[src/rtl/fsm_transition_tracer_if.sv]
// Trace read port of fsm_transition_tracer: FWFT head record with a valid/ready handshake.
interface fsm_transition_tracer_if #(
  parameter int unsigned STATE_W = 4,
  parameter int unsigned TS_W    = 16
);
  logic               trace_valid;
  logic               trace_ready;
  logic [STATE_W-1:0] trace_from;
  logic [STATE_W-1:0] trace_to;
  logic [TS_W-1:0]    trace_dwell;

  modport master (
    output trace_valid,
    output trace_from,
    output trace_to,
    output trace_dwell,
    input  trace_ready
  );

  modport slave (
    input  trace_valid,
    input  trace_from,
    input  trace_to,
    input  trace_dwell,
    output trace_ready
  );
endinterface

[src/rtl/fsm_transition_tracer.sv]
// Samples an FSM state register, queues {from, to, dwell} per transition in an FWFT FIFO and
// keeps sticky illegal/overflow status. Define FSM_TRACER_LOG_EN for simulation-only logging.
module fsm_transition_tracer #(
  parameter int unsigned STATE_W    = 4,
  parameter int unsigned NUM_STATES = 7,
  parameter int unsigned TS_W       = 16,
  parameter int unsigned DEPTH      = 8
) (
  input  logic                    aclk,
  input  logic                    aresetn,
  input  logic [STATE_W-1:0]      state_i,
  input  logic                    clear_i,
  fsm_transition_tracer_if.master trace,
  output logic                    illegal,
  output logic [STATE_W-1:0]      illegal_state,
  output logic                    overflow,
  output logic [7:0]              drop_cnt
);

  localparam int unsigned AW      = (DEPTH > 1) ? $clog2(DEPTH) : 1;
  localparam logic [AW:0] FullCnt = (AW + 1)'(DEPTH);

  logic [STATE_W-1:0] prev_q, prev_d;
  logic [TS_W-1:0]    cnt_q, cnt_d;
  logic [AW-1:0]      wr_ptr_q, wr_ptr_d;
  logic [AW-1:0]      rd_ptr_q, rd_ptr_d;
  logic [AW:0]        count_q, count_d;
  logic               illegal_q, illegal_d;
  logic [STATE_W-1:0] ill_state_q, ill_state_d;
  logic               overflow_q, overflow_d;
  logic [7:0]         drop_q, drop_d;

  logic [STATE_W-1:0] mem_from  [DEPTH];
  logic [STATE_W-1:0] mem_to    [DEPTH];
  logic [TS_W-1:0]    mem_dwell [DEPTH];

  logic transition, ill_sample, empty, full, pop, push_ok, drop;

  assign transition = (state_i != prev_q);
  assign ill_sample = (32'(state_i) >= NUM_STATES);
  assign empty      = (count_q == '0);
  assign full       = (count_q == FullCnt);
  assign pop        = !empty && trace.trace_ready;
  // A full FIFO still accepts a record when the head leaves in the same cycle.
  assign push_ok    = transition && (!full || pop);
  assign drop       = transition && full && !pop;

  always_comb begin
    prev_d      = prev_q;
    cnt_d       = cnt_q;
    wr_ptr_d    = wr_ptr_q;
    rd_ptr_d    = rd_ptr_q;
    count_d     = count_q;
    illegal_d   = illegal_q;
    ill_state_d = ill_state_q;
    overflow_d  = overflow_q;
    drop_d      = drop_q;

    if (transition) begin
      prev_d = state_i;
      cnt_d  = TS_W'(1);
    end else if (cnt_q != '1) begin
      cnt_d = cnt_q + TS_W'(1);
    end

    if (push_ok) begin
      wr_ptr_d = wr_ptr_q + AW'(1);
    end
    if (pop) begin
      rd_ptr_d = rd_ptr_q + AW'(1);
    end
    unique case ({push_ok, pop})
      2'b10:   count_d = count_q + (AW + 1)'(1);
      2'b01:   count_d = count_q - (AW + 1)'(1);
      default: count_d = count_q;
    endcase

    // Clear first so an event sampled in the same cycle wins.
    if (clear_i) begin
      illegal_d   = 1'b0;
      ill_state_d = '0;
      overflow_d  = 1'b0;
      drop_d      = '0;
    end

    if (ill_sample) begin
      illegal_d = 1'b1;
      if (!illegal_q || clear_i) begin
        ill_state_d = state_i;
      end
    end

    if (drop) begin
      overflow_d = 1'b1;
      if (drop_d != 8'hff) begin
        drop_d = drop_d + 8'd1;
      end
    end
  end

  always_ff @(posedge aclk or negedge aresetn) begin
    if (!aresetn) begin
      prev_q      <= '0;
      cnt_q       <= '0;
      wr_ptr_q    <= '0;
      rd_ptr_q    <= '0;
      count_q     <= '0;
      illegal_q   <= 1'b0;
      ill_state_q <= '0;
      overflow_q  <= 1'b0;
      drop_q      <= '0;
    end else begin
      prev_q      <= prev_d;
      cnt_q       <= cnt_d;
      wr_ptr_q    <= wr_ptr_d;
      rd_ptr_q    <= rd_ptr_d;
      count_q     <= count_d;
      illegal_q   <= illegal_d;
      ill_state_q <= ill_state_d;
      overflow_q  <= overflow_d;
      drop_q      <= drop_d;
    end
  end

  always_ff @(posedge aclk) begin
    if (push_ok) begin
      mem_from[wr_ptr_q]  <= prev_q;
      mem_to[wr_ptr_q]    <= state_i;
      mem_dwell[wr_ptr_q] <= cnt_q;
    end
  end

  assign trace.trace_valid = !empty;
  assign trace.trace_from  = empty ? '0 : mem_from[rd_ptr_q];
  assign trace.trace_to    = empty ? '0 : mem_to[rd_ptr_q];
  assign trace.trace_dwell = empty ? '0 : mem_dwell[rd_ptr_q];

  assign illegal       = illegal_q;
  assign illegal_state = ill_state_q;
  assign overflow      = overflow_q;
  assign drop_cnt      = drop_q;

`ifdef FSM_TRACER_LOG_EN
  svlogger logger = new("FsmTracer");

  always @(posedge aclk) begin
    if (aresetn) begin
      if (push_ok) begin
        logger.info($sformatf("record from=%0d to=%0d dwell=%0d", prev_q, state_i, cnt_q));
      end
      if (ill_sample && (!illegal_q || clear_i)) begin
        logger.error($sformatf("illegal state %0d sampled", state_i));
      end
      if (drop) begin
        logger.warning($sformatf("record dropped from=%0d to=%0d", prev_q, state_i));
      end
    end
  end
`endif

endmodule

[src/flat_wrapper.sv]
// flat-port wrapper written by rule: the top's interface ports become plain ports
module fsm_transition_tracer_flat 
#(
  parameter int unsigned STATE_W    = 4,
  parameter int unsigned NUM_STATES = 7,
  parameter int unsigned TS_W       = 16,
  parameter int unsigned DEPTH      = 8
)
  (aclk, aresetn, state_i, clear_i, illegal, illegal_state, overflow, drop_cnt, trace_trace_valid, trace_trace_from, trace_trace_to, trace_trace_dwell, trace_trace_ready);
  fsm_transition_tracer_if #(.STATE_W(STATE_W), .TS_W(TS_W)) trace_i ();
  input  logic aclk;
  input  logic aresetn;
  input  logic [STATE_W-1:0] state_i;
  input  logic clear_i;
  output logic illegal;
  output logic [STATE_W-1:0] illegal_state;
  output logic overflow;
  output logic [7:0] drop_cnt;
  output wire logic [$bits(trace_i.trace_valid)-1:0] trace_trace_valid;
  output wire logic [$bits(trace_i.trace_from)-1:0] trace_trace_from;
  output wire logic [$bits(trace_i.trace_to)-1:0] trace_trace_to;
  output wire logic [$bits(trace_i.trace_dwell)-1:0] trace_trace_dwell;
  input wire logic [$bits(trace_i.trace_ready)-1:0] trace_trace_ready;
  assign trace_trace_valid = trace_i.trace_valid;
  assign trace_trace_from = trace_i.trace_from;
  assign trace_trace_to = trace_i.trace_to;
  assign trace_trace_dwell = trace_i.trace_dwell;
  assign trace_i.trace_ready = trace_trace_ready;
  fsm_transition_tracer #(.STATE_W(STATE_W), .NUM_STATES(NUM_STATES), .TS_W(TS_W), .DEPTH(DEPTH)) u_core (.aclk(aclk), .aresetn(aresetn), .state_i(state_i), .clear_i(clear_i), .trace(trace_i), .illegal(illegal), .illegal_state(illegal_state), .overflow(overflow), .drop_cnt(drop_cnt));
endmodule
[config.mk]
export PLATFORM = sky130hd
export DESIGN_NAME = fsm_transition_tracer_flat
export DESIGN_NICKNAME = d
export VERILOG_FILES = /design/src/rtl/fsm_transition_tracer_if.sv /design/src/rtl/fsm_transition_tracer.sv /design/src/flat_wrapper.sv
export SDC_FILE = /design/constraint.sdc
export NUM_CORES = 1
export LEC_CHECK = 0
export CAP_MARGIN = 20
export CORE_MARGIN = 1.5
export CORE_UTILIZATION = 45
export CTS_CLUSTER_DIAMETER = 120
export DETAILED_ROUTE_END_ITERATION = 10
export DONT_BUFFER_PORTS = 1
export PLACE_DENSITY = 0.59
export SETUP_SLACK_MARGIN = 0.5
export SLEW_MARGIN = 10
export SYNTH_ARGS = -nofsm -noshare
export SYNTH_HDL_FRONTEND = slang
export SYNTH_SLANG_ARGS = --single-unit
[constraint.sdc]
create_clock -name aclk -period 7.6 [get_ports aclk]
set_clock_uncertainty 0.1 [all_clocks]
set_input_delay 1.52 -clock aclk [delete_from_list [all_inputs] [get_ports aclk]]
set_output_delay 1.52 -clock aclk [all_outputs]
set_load 0.01 [all_outputs]
==> metrics.csv <==
metric,value,unit
tritoncts_buffers,24,
synth_cells,542,
sequential_fraction_of_design_power,45.8,%
via_count,4884,
power.net_switching,1.26,mW
number_of_max_slew_violations_in_the_final_report,0,
die_width,149,um
worst_ep_arrival_time,2.61,ns
clock-sinks,236,
power.ir.vdd_worst,0.247,mV
stdcell_area,10800,um^2
syn-mean-instance-area,17.7,um^2
final.hold.worst_slack,0.463,ns
buffers_added_on_ports,0,
setup_repair_after_global_routing_missed_its_margin,false,
hold_violations,0,
cts_root_buffer,sky130_fd_sc_hd__clkbuf_16,
pin_count,47,
layoutNonFillerInstCount,847,
routedWlPerCell,22.4,um
ant_nets,0,
grt_max_degree,51,
worstMarginPinSlew,0.898,ns
summed_negative_setup_slack_over_all_endpoints,0,ns
initial_core_util,45.9,%
placedInstanceArea,9970,um^2
wire_length_of_the_first_global_routing_pass,30000,um
synth.yosys.warnings,0,
grt.total_usage,17.9,%
cts-hold-fix-buffers,0,
detail_route.vias_per_cell,5.77,
rows,53,
first_global_vias,5157,
drc_errors,0,
grt_overflow,0,
worst_hold_path_type,flop to flop,
timing.slew.headroom,40.0,%
worstPathRequired,5.98,ns
chipHeight,149,um
power_report.internal_total,2.87,mW
clkLatencyLatePin,0.51,ns
mapped_nets,557,
worstSetupPathType,flop to output pin,
antennaDiodeCount,0,
final.period_utilization,55.6,%
areaGrowthSynthToFinish,11.9,%
rrSetupSlack,4.02,ns
power_switching_share,30.5,%
power.clock.fraction,27.0,%
synth-edff-count,192,
drt_first_iter_violations,397,
gp_congestion,0.778,
ys.flop_type,sky130_fd_sc_hd__edfxtp_1,
cp-end-kind,output pin,
worstPathMaxFanout,31,
portion_of_the_post_synthesis_area_used_by_sequential_elements,71.4,%
drt_first_pass_iters,5,
timing.critical_path.from_type,flop,
clock_pin_slew_of_the_registers_on_the_worst_case_setup_and_hold_paths,0.06,ns
powerDensity,384,nW/um^2
routed_wl,18900,um
core,21000,um^2
design.die.area,22200,um^2
dp.final_hpwl,10800,um
final_layout_size_suffix_gt1_share,20.3,%
cts.repair.resized,0,
final-setup-viol-count,0,
numPlacedInstances,803,
finalNetCount,570,
cts_tree,built,
cts_setup_buffers,0,
ys_seq_elements,236,
async_reset_ff_share,18.6,%
power_leakage,3.65,nW
part_of_the_power_in_combinational_logic,27.2,%
yosys.cell_types.count,56,
period_needed,4.23,ns
initial_antenna_violation_count,0,
outcome,finished clean,
syn_std_cell_area,9610,um^2
max_cap_violations,0,
maxClockFrequency,0.236,GHz
cts_max_path_buffers,3,
htree_num_levels,1,
==> registers in the layout, summed over array words and instances, names as in the netlist, 4 cells and up <==
signal                flops
u_core.cnt_q             16
u_core.mem_to            32
u_core.count_q            4
u_core.drop_cnt           8
u_core.prev_q             4
u_core.mem_from          32
u_core.mem_dwell        128
u_core.illegal_state      4
==> cell usage in the layout, fill, tap and decap left out, types with 4 or more instances in the layout <==
cell type / Yosys / final
sky130_fd_sc_hd__nand4_1: 7 / 7
sky130_fd_sc_hd__o21ai_0: 12 / 12
sky130_fd_sc_hd__nor3_1: 9 / 5
sky130_fd_sc_hd__nor2_1: 36 / 33
sky130_fd_sc_hd__inv_1: 11 / 11
sky130_fd_sc_hd__mux4_2: 48 / 48
sky130_fd_sc_hd__nand2_1: 20 / 20
sky130_fd_sc_hd__or3_1: 6 / 6
sky130_fd_sc_hd__nor2b_1: 4 / 4
sky130_fd_sc_hd__a21oi_1: 14 / 14
sky130_fd_sc_hd__clkbuf_16: 0 / 25
sky130_fd_sc_hd__nor3_2: 1 / 5
sky130_fd_sc_hd__o31ai_1: 4 / 4
sky130_fd_sc_hd__clkbuf_1: 15 / 11
sky130_fd_sc_hd__nand3_1: 5 / 5
sky130_fd_sc_hd__mux2_2: 4 / 4
sky130_fd_sc_hd__dfrtp_1: 44 / 42
sky130_fd_sc_hd__a31oi_1: 4 / 4
sky130_fd_sc_hd__ha_1: 7 / 7
sky130_fd_sc_hd__xnor2_1: 9 / 9
sky130_fd_sc_hd__mux2i_1: 27 / 27
sky130_fd_sc_hd__buf_4: 0 / 11
sky130_fd_sc_hd__edfxtp_1: 192 / 192
sky130_fd_sc_hd__clkbuf_8: 0 / 5
sky130_fd_sc_hd__xor2_1: 7 / 7
==> critical path: stages (launching register included) <==
cell and delay [ns]:
sky130_fd_sc_hd__dfrtp_4 0.70, sky130_fd_sc_hd__buf_16 0.30, sky130_fd_sc_hd__mux4_2 0.53, sky130_fd_sc_hd__mux2i_1 0.37
sky130_fd_sc_hd__nor2_1 0.15
==> path summary, 6_finish.rpt <==
check / to / startpoint / cells after the start
max: trace_trace_dwell[15] / u_core.rd_ptr_q[0]$_DFFE_PN0P_ / 4
min: u_core.overflow$_DFFE_PN0P_ / u_core.overflow$_DFFE_PN0P_ / 1
max reg2reg: u_core.count_q[2]$_DFFE_PN0P_ / u_core.prev_q[0]$_DFFE_PN0N_ / 10
min reg2reg: u_core.overflow$_DFFE_PN0P_ / u_core.overflow$_DFFE_PN0P_ / 1
max in group asynchronous: u_core.rd_ptr_q[1]$_DFFE_PN0P_ / aresetn / 0
min in group asynchronous: u_core.count_q[2]$_DFFE_PN0P_ / aresetn / 0
==> power groups by stage <==
stage | Sequential, mW | Clock, mW | Combinational [mW]
floorplan | 1.83 | 0 | 0.895
global placement | 1.95 | 0 | 1.08
detailed placement | 1.97 | 0 | 1.09
CTS | 1.95 | 1.14 | 1.09
global route | 1.92 | 1.19 | 1.23
finish | 1.89 | 1.11 | 1.12
==> synth_stat cells, drive strengths merged, types with 8 or more instances <==
cell    instances  share of area [%]
edfxtp        192                 60
mux4           48                 11
dfrtp          44                 11
nor2           36                1.4
mux2i          27                2.8
nand2          20               0.78
clkbuf         15               0.59
a21oi          14               0.73
inv            12               0.47
o21ai          12               0.62
buf            10               0.56
nor3           10               0.57
xnor2           9               0.82
nand4           8               0.59
==> layout make-up <==
cell class                 instances  area, um^2
fill                            1716       10200
sequential                       236        6870
multi-input combinational        268        2630
clock buffer                      41         736
tap                              275         344
timing repair buffer              12         110
inverter                          13        48.8
clock inverter                     2        13.8
==> metrics by stage <==
step	setup WS (ns)	utilization (%)	total power, mW
final	3.37	51.3	4.13
after floorplan	2.61	-	2.73
after global routing	3.20	51.3	4.34
after detailed placement	3.08	47.6	3.06
after global placement	3.31	47.6	3.04
after CTS	3.13	51.1	4.18
==> kinds of logic (layout without fill, tap and decap cells) <==
group / after synthesis / in the layout / share of synthesized area [%]
adders and majority gates: 7 / 7 / 0.911
DFF: 236 / 236 / 71.4
AOI/OAI and AO/OA: 46 / 46 / 2.98
and+or+nand+nor: 119 / 119 / 6.90
xor gates and xnor gates: 16 / 16 / 1.46
muxes: 80 / 80 / 14.6
buffers and inverters: 38 / 68 / 1.65
==> metal layers <==
metal	GRT usage, %	wire length (um)	vias to the layer above
met4	5.20	366	0
met3	3.55	945	25
met5	0	0	-
met1	24.6	8440	2566
met2	29.1	9190	128
li1	-	-	2165
(Power assumes the default switching activity.)
